File: src/rtl/hazard_unit_pkg.sv
// Shared encodings for the pipeline hazard controller: FSM states and
// forwarding-mux select codes.
package hazard_unit_pkg;

  typedef enum logic [1:0] {
    ST_RUN      = 2'd0,
    ST_LD_STALL = 2'd1,
    ST_MEM_WAIT = 2'd2
  } state_t;

  localparam logic [1:0] FWD_RF     = 2'b00;
  localparam logic [1:0] FWD_EXE    = 2'b01;
  localparam logic [1:0] FWD_MEM    = 2'b10;
  localparam logic [1:0] FWD_MEM_LD = 2'b11;

endpackage

File: src/rtl/hazard_unit_fwd_select.sv
// Per-operand forwarding comparator: picks RF, EXE ALU, MEM ALU or MEM load
// data for one ID source register. Register $0 never matches.
module hazard_unit_fwd_select
  import hazard_unit_pkg::*;
#(
  parameter int ADDR_W = 5
) (
  input  logic [ADDR_W-1:0] src_addr,
  input  logic [ADDR_W-1:0] exe_addr,
  input  logic              exe_wen,
  input  logic [ADDR_W-1:0] mem_addr,
  input  logic              mem_wen,
  input  logic              mem_ren,
  output logic              exe_hit,
  output logic [1:0]        sel
);

  logic mem_hit;

  assign exe_hit = exe_wen && (exe_addr != '0) && (exe_addr == src_addr);
  assign mem_hit = mem_wen && (mem_addr != '0) && (mem_addr == src_addr);

  // The younger EXE result wins over anything still in MEM.
  always_comb begin
    sel = FWD_RF;
    if (exe_hit)
      sel = FWD_EXE;
    else if (mem_hit)
      sel = mem_ren ? FWD_MEM_LD : FWD_MEM;
  end

endmodule

File: src/rtl/hazard_unit.sv
// Hazard/stall/forwarding controller for the 5-stage MIPS pipeline.
// Define HAZARD_DEBUG_STEP_EN to add the debug_en/debug_step single-step freeze.
module hazard_unit
  import hazard_unit_pkg::*;
#(
  parameter int ADDR_W         = 5,
  parameter int LOAD_STALL_CYC = 1,
  parameter int BRANCH_DELAY   = 1,
  parameter int CNT_W          = 16
) (
  input  logic              clk,
  input  logic              rst,
  input  logic [ADDR_W-1:0] id_rs_addr,
  input  logic [ADDR_W-1:0] id_rt_addr,
  input  logic              id_rs_used,
  input  logic              id_rt_used,
  input  logic              id_is_store,
  input  logic [ADDR_W-1:0] exe_regw_addr,
  input  logic              exe_wb_wen,
  input  logic              exe_mem_ren,
  input  logic [ADDR_W-1:0] mem_regw_addr,
  input  logic              mem_wb_wen,
  input  logic              mem_mem_ren,
  input  logic              mem_busy,
  input  logic              branch_taken,
  input  logic              exc_flush,
`ifdef HAZARD_DEBUG_STEP_EN
  input  logic              debug_en,
  input  logic              debug_step,
`endif
  output logic [1:0]        fwd_a_ctrl,
  output logic [1:0]        fwd_b_ctrl,
  output logic              fwd_m,
  output logic              if_en,
  output logic              id_en,
  output logic              exe_en,
  output logic              mem_en,
  output logic              wb_en,
  output logic              if_rst,
  output logic              id_rst,
  output logic              exe_rst,
  output logic              mem_rst,
  output logic              wb_rst,
  output logic [CNT_W-1:0]  stall_cnt
);

  localparam logic       KILL_SLOT   = (BRANCH_DELAY == 0);
  localparam logic       MULTI_STALL = (LOAD_STALL_CYC > 1);
  localparam logic [2:0] LD_INIT     = 3'(LOAD_STALL_CYC - 1);

  state_t     state;
  state_t     ret;
  logic [2:0] cnt;
  logic       flush_pend;
  logic [1:0] fwd_a_raw;
  logic [1:0] fwd_b_raw;
  logic       rs_exe_hit;
  logic       rt_exe_hit;
  logic       hz;
  logic       flush_now;
  logic       freeze_dbg;
  logic [4:0] en_v;   // {if, id, exe, mem, wb}
  logic [4:0] rst_v;

  hazard_unit_fwd_select #(.ADDR_W(ADDR_W)) u_fwd_rs (
    .src_addr (id_rs_addr),
    .exe_addr (exe_regw_addr),
    .exe_wen  (exe_wb_wen),
    .mem_addr (mem_regw_addr),
    .mem_wen  (mem_wb_wen),
    .mem_ren  (mem_mem_ren),
    .exe_hit  (rs_exe_hit),
    .sel      (fwd_a_raw)
  );

  hazard_unit_fwd_select #(.ADDR_W(ADDR_W)) u_fwd_rt (
    .src_addr (id_rt_addr),
    .exe_addr (exe_regw_addr),
    .exe_wen  (exe_wb_wen),
    .mem_addr (mem_regw_addr),
    .mem_wen  (mem_wb_wen),
    .mem_ren  (mem_mem_ren),
    .exe_hit  (rt_exe_hit),
    .sel      (fwd_b_raw)
  );

`ifdef HAZARD_DEBUG_STEP_EN
  logic debug_step_q;

  always_ff @(posedge clk or posedge rst) begin
    if (rst) debug_step_q <= 1'b0;
    else     debug_step_q <= debug_step;
  end

  // A rising edge on debug_step lets exactly one cycle through.
  assign freeze_dbg = debug_en & ~(debug_step & ~debug_step_q);
`else
  assign freeze_dbg = 1'b0;
`endif

  // Store data (rt) is excluded: it can be picked up later via fwd_m.
  assign hz = exe_wb_wen & exe_mem_ren & (exe_regw_addr != '0) &
              ((id_rs_used & rs_exe_hit) | (id_rt_used & rt_exe_hit & ~id_is_store));

  assign flush_now = (state != ST_MEM_WAIT) & (exc_flush | flush_pend);

  always_comb begin
    en_v       = 5'b11111;
    rst_v      = 5'b00000;
    fwd_a_ctrl = fwd_a_raw;
    fwd_b_ctrl = fwd_b_raw;
    fwd_m      = id_is_store & id_rt_used & exe_mem_ren & rt_exe_hit;
    if (rst) begin
      rst_v      = 5'b11111;
      fwd_a_ctrl = FWD_RF;
      fwd_b_ctrl = FWD_RF;
      fwd_m      = 1'b0;
    end else if (freeze_dbg || state == ST_MEM_WAIT) begin
      en_v = 5'b00000;
    end else if (flush_now) begin
      rst_v = 5'b01110;
    end else if (mem_busy) begin
      en_v = 5'b00000;
    end else if (state == ST_LD_STALL || hz) begin
      en_v  = 5'b00111;
      rst_v = 5'b00100;
    end else if (branch_taken && KILL_SLOT) begin
      rst_v = 5'b01000;
    end
  end

  assign {if_en, id_en, exe_en, mem_en, wb_en}      = en_v;
  assign {if_rst, id_rst, exe_rst, mem_rst, wb_rst} = rst_v;

  always_ff @(posedge clk or posedge rst) begin
    if (rst) begin
      state      <= ST_RUN;
      ret        <= ST_RUN;
      cnt        <= 3'd0;
      flush_pend <= 1'b0;
    end else if (freeze_dbg || state == ST_MEM_WAIT) begin
      if (exc_flush) flush_pend <= 1'b1;
      if (!freeze_dbg && !mem_busy) state <= ret;
    end else if (flush_now) begin
      state      <= ST_RUN;
      cnt        <= 3'd0;
      flush_pend <= 1'b0;
    end else if (mem_busy) begin
      ret   <= state;
      state <= ST_MEM_WAIT;
    end else if (state == ST_LD_STALL) begin
      cnt <= cnt - 3'd1;
      if (cnt == 3'd1) state <= ST_RUN;
    end else if (hz && MULTI_STALL) begin
      cnt   <= LD_INIT;
      state <= ST_LD_STALL;
    end
  end

  always_ff @(posedge clk or posedge rst) begin
    if (rst)
      stall_cnt <= '0;
    else if (!if_en && stall_cnt != '1)
      stall_cnt <= stall_cnt + 1'b1;
  end

endmodule

File: config.mk
export PLATFORM = sky130hd
export DESIGN_NAME = hazard_unit
export DESIGN_NICKNAME = d
export VERILOG_FILES = /design/src/rtl/hazard_unit_pkg.sv /design/src/rtl/hazard_unit_fwd_select.sv /design/src/rtl/hazard_unit.sv
export SDC_FILE = /design/constraint.sdc
export NUM_CORES = 1
export LEC_CHECK = 0
export CORE_ASPECT_RATIO = 1.5
export CORE_MARGIN = 1
export CORE_UTILIZATION = 45
export DETAILED_ROUTE_END_ITERATION = 10
export PLACE_DENSITY = 0.88
export SYNTH_ARGS = -nofsm -noshare
export SYNTH_HDL_FRONTEND = slang
export SYNTH_HIERARCHICAL = 1
export SYNTH_SLANG_ARGS = --single-unit
File: constraint.sdc
create_clock -name clk -period 2.7 [get_ports clk]
set_clock_uncertainty 0.15 [all_clocks]
set_input_delay 0.27 -clock clk [delete_from_list [all_inputs] [get_ports clk]]
set_output_delay 0.27 -clock clk [all_outputs]
set_load 0.02 [all_outputs]
==> impl_metrics.yaml <==
route:
  wl_per_cell_um: 14.7
  antenna_left: 0
  postRouteWirelength_um: 4520
  drc_errors: 0
  drtIter0Drc: 45
  drt-pass1-iter-count: 4
  viasPerCell: 5.51
  num_vias: 1697
final_layout:
  antenna_cells: 0
  drive_above_1_share_pct: 17.7
  n_fill_cell: 263
  area_growth_syn_to_layout_pct: 47.8
  final_cells: 308
  finalNetCount: 303
  final_common_cell: "clkdlybuf4s50_1"
  layout_common_cells: "clkdlybuf4s50_1, dfrtp_1, buf_4"
timing:
  max-slew-margin-rel_pct: 70.3
  worst_slack_ns: 0.0600
  setup_violations: 0
  drv_slew: 0
  rsz0062_at_grt: "false"
  post-route-min-period_ns: 2.64
  max_freq_mhz: 379
  worstMarginPinSlew_ns: 0.443
  fin_crit_sh_pct: 97.8
  fin_hold_ws_ns: 0.334
  hold_viol: 0
floorplan:
  die_area_sq_mm: 0.00411
  dieHeight_um: 78.0
  io_pins: 63
  start_util_pct: 47.1
  die_w_um: 52.7
  core_sq_mm: 0.00368
  rows: 27
power_and_ir_drop:
  leakage_nw: 1.09
  switching_share_pct: 37.3
  p_seq_share_pct: 35.4
  ir_drop_mv: 0.681
  p_per_area_mw_per_mm2: 535
  internal-power_mw: 0.859
  p_clk_share_pct: 17.4
  p_comb_share_pct: 47.2
  p_switching_mw: 0.512
cts:
  cts_hold_buf: 0
  clock_sinks: 24
  cts.path.max_buffers: 2
  insertion_delay_ns: 0.26
  ctsRootBufferMaster: "clkbuf_8"
  numCtsBuffers: 3
  clkTransAtPathRegs_ns: 0.08
  post_cts_buffers: 0
  h-tree-depth: 1
  cts_tree: "done"
yosys:
  synthXorXnorAreaFrac_pct: 13.1
  syn_inst: 188
  async_flop_share_pct: 100
  synth_top_flop_cell: "dfrtp_1"
  seq_area_frac_synth_pct: 34.6
  synth_fp_nets: 225
  synth_top_family_by_area: "simple AND/OR/NAND/NOR gates"
  synth-compound-area-share_pct: 13.2
  ys_types: 45
  ys_seq_elements: 24
  synth-simple-area-share_pct: 26.6
  syn_area_sq_mm: 0.00173
  synth.area.mux_share_pct: 2.81
  yosys_warnings: 6
  synthAdderAreaFrac_pct: 3.61
  synth_edf_count: 0
  syn_avg_cell_area_sq_um: 9.22
setup_path:
  crit_path_top_delay_cell: "clkdlybuf4s50_1"
  cp-end-kind: "primary output"
  crit_required_ns: 2.28
  crit_type: "input pin to primary output"
  path_cells: "clkdlybuf4s50_1 > xor2_1 > nor3_2 > and4_4 > nand3b_1 > o2bb2ai_4 > o32ai_4 > inv_2 > clkdlybuf4s15_2"
  arrival_ns: 2.22
  start_kind: "input pin"
  path_delay_family: "buffers and inverters"
  cp_max_fo: 2
  crit_buf_inv: 3
  crit_path_max_incr_delay_ns: 0.45
global_route:
  grt_max_degree: 25
  antenna_found_initial: 0
  grt_usage_pct: 22.8
  overflow: 0
  grt_pass1_vias: 1643
  grt_pass1_wl_um: 7170
status:
  status: "completed"
placed_design:
  port-buffer-count: 61
  dp_hpwl_um: 3570
  gp_congestion: 0.847
  dp.cells: 304
  pre_cts_ws_ns: -0.381
flow_run:
  cap_violations: 0
min_path:
  hp-class: "register to register"
==> per-stage QoR <==
stage,TNS (ns),total power [mW],util (%),area (sq um)
finish,0,1.37,69.6,2560
detailed placement,-4.44,1.14,67.7,2490
floorplan,0,0.867,-,1730
CTS,0,1.38,69.7,2570
global placement,-3.85,1.13,67.7,2490
global route,0,1.45,69.6,2560
==> power by group through the flow <==
stage	logic (mW)	clock network [mW]	registers, mW
floorplan	0.340	0	0.527
global placement	0.639	0	0.490
detailed placement	0.646	0	0.490
CTS	0.649	0.242	0.485
global route	0.701	0.253	0.494
finish	0.647	0.238	0.485
==> synthesized netlist by cell type, types with 2 or more instances <==
library cell	number	area share [%]
dfrtp_1	24	35
nand2_1	13	2.8
xnor2_1	13	6.6
xor2_1	13	6.6
nor2_1	11	2.4
inv_1	9	1.9
nand3_1	9	2.6
nand4_1	9	3.2
o21ai_1	7	2.0
buf_4	6	2.6
nor4_1	6	2.2
a21oi_1	5	1.4
ha_1	5	3.6
nor2b_1	5	1.8
mux2_1	3	1.9
nand2b_1	3	1.1
nor3_1	3	0.87
o21ai_0	3	0.87
a31o_1	2	1.0
a31oi_1	2	0.72
and3_1	2	0.72
and3b_1	2	1.0
and4_4	2	1.3
clkbuf_1	2	0.43
inv_2	2	0.43
nand3b_1	2	0.87
nor2_2	2	0.72
nor3_2	2	1.2
o21bai_1	2	0.87
o221ai_1	2	1.0
o22ai_1	2	0.72
or2_1	2	0.72
==> layout make-up <==
class	instances	area (sq um)	area share [%]
multi-input cells	144	1050	41.1
repair buffers	82	758	29.6
flip-flops and latches	24	601	23.4
clock buffers	4	55.1	2.15
well taps	43	53.8	2.10
inverters	11	41.3	1.61
==> cell families (layout without fill, tap and decap cells) <==
| group | count (synthesis) | in the layout |
|---|---|---|
| compound gates | 30 | 30 |
| xor+xnor | 26 | 26 |
| fa+ha+maj | 5 | 5 |
| buf+inv | 20 | 97 |
| flops | 24 | 24 |
| mux | 4 | 4 |
| simple gates | 79 | 79 |
==> path summary, 6_finish.rpt <==
path	from	end	slack (ns)	depth (start not counted)
max	id_rt_addr[3]	id_en	0.06	9
min	cnt[2]	cnt[2]	0.33	1
max reg2reg	state[1]	stall_cnt[14]	0.46	8
min reg2reg	cnt[2]	cnt[2]	0.33	1
max in group asynchronous	rst	cnt[0]	1.74	4
min in group asynchronous	rst	stall_cnt[11]	0.43	4
==> state kept, by name, summed over array words and instances, names as in the netlist <==
name,cells
stall_cnt,16
state,2
flush_pend,1
ret,2
cnt,3
==> what timing repair did <==
action	4_1_cts	5_1_grt
endpoints found under the setup margin	11	9
gates resized for setup	22	2
pin swaps	0	1
==> layer usage <==
layer | track usage, % | routed length, um | vias up
met5 | 0 | 0 | -
met4 | 6.84 | 72 | 0
met3 | 3.49 | 280 | 8
met2 | 42.8 | 2350 | 65
met1 | 25.0 | 1820 | 810
li1 | - | - | 814
Power figures use the tool's default switching activity.
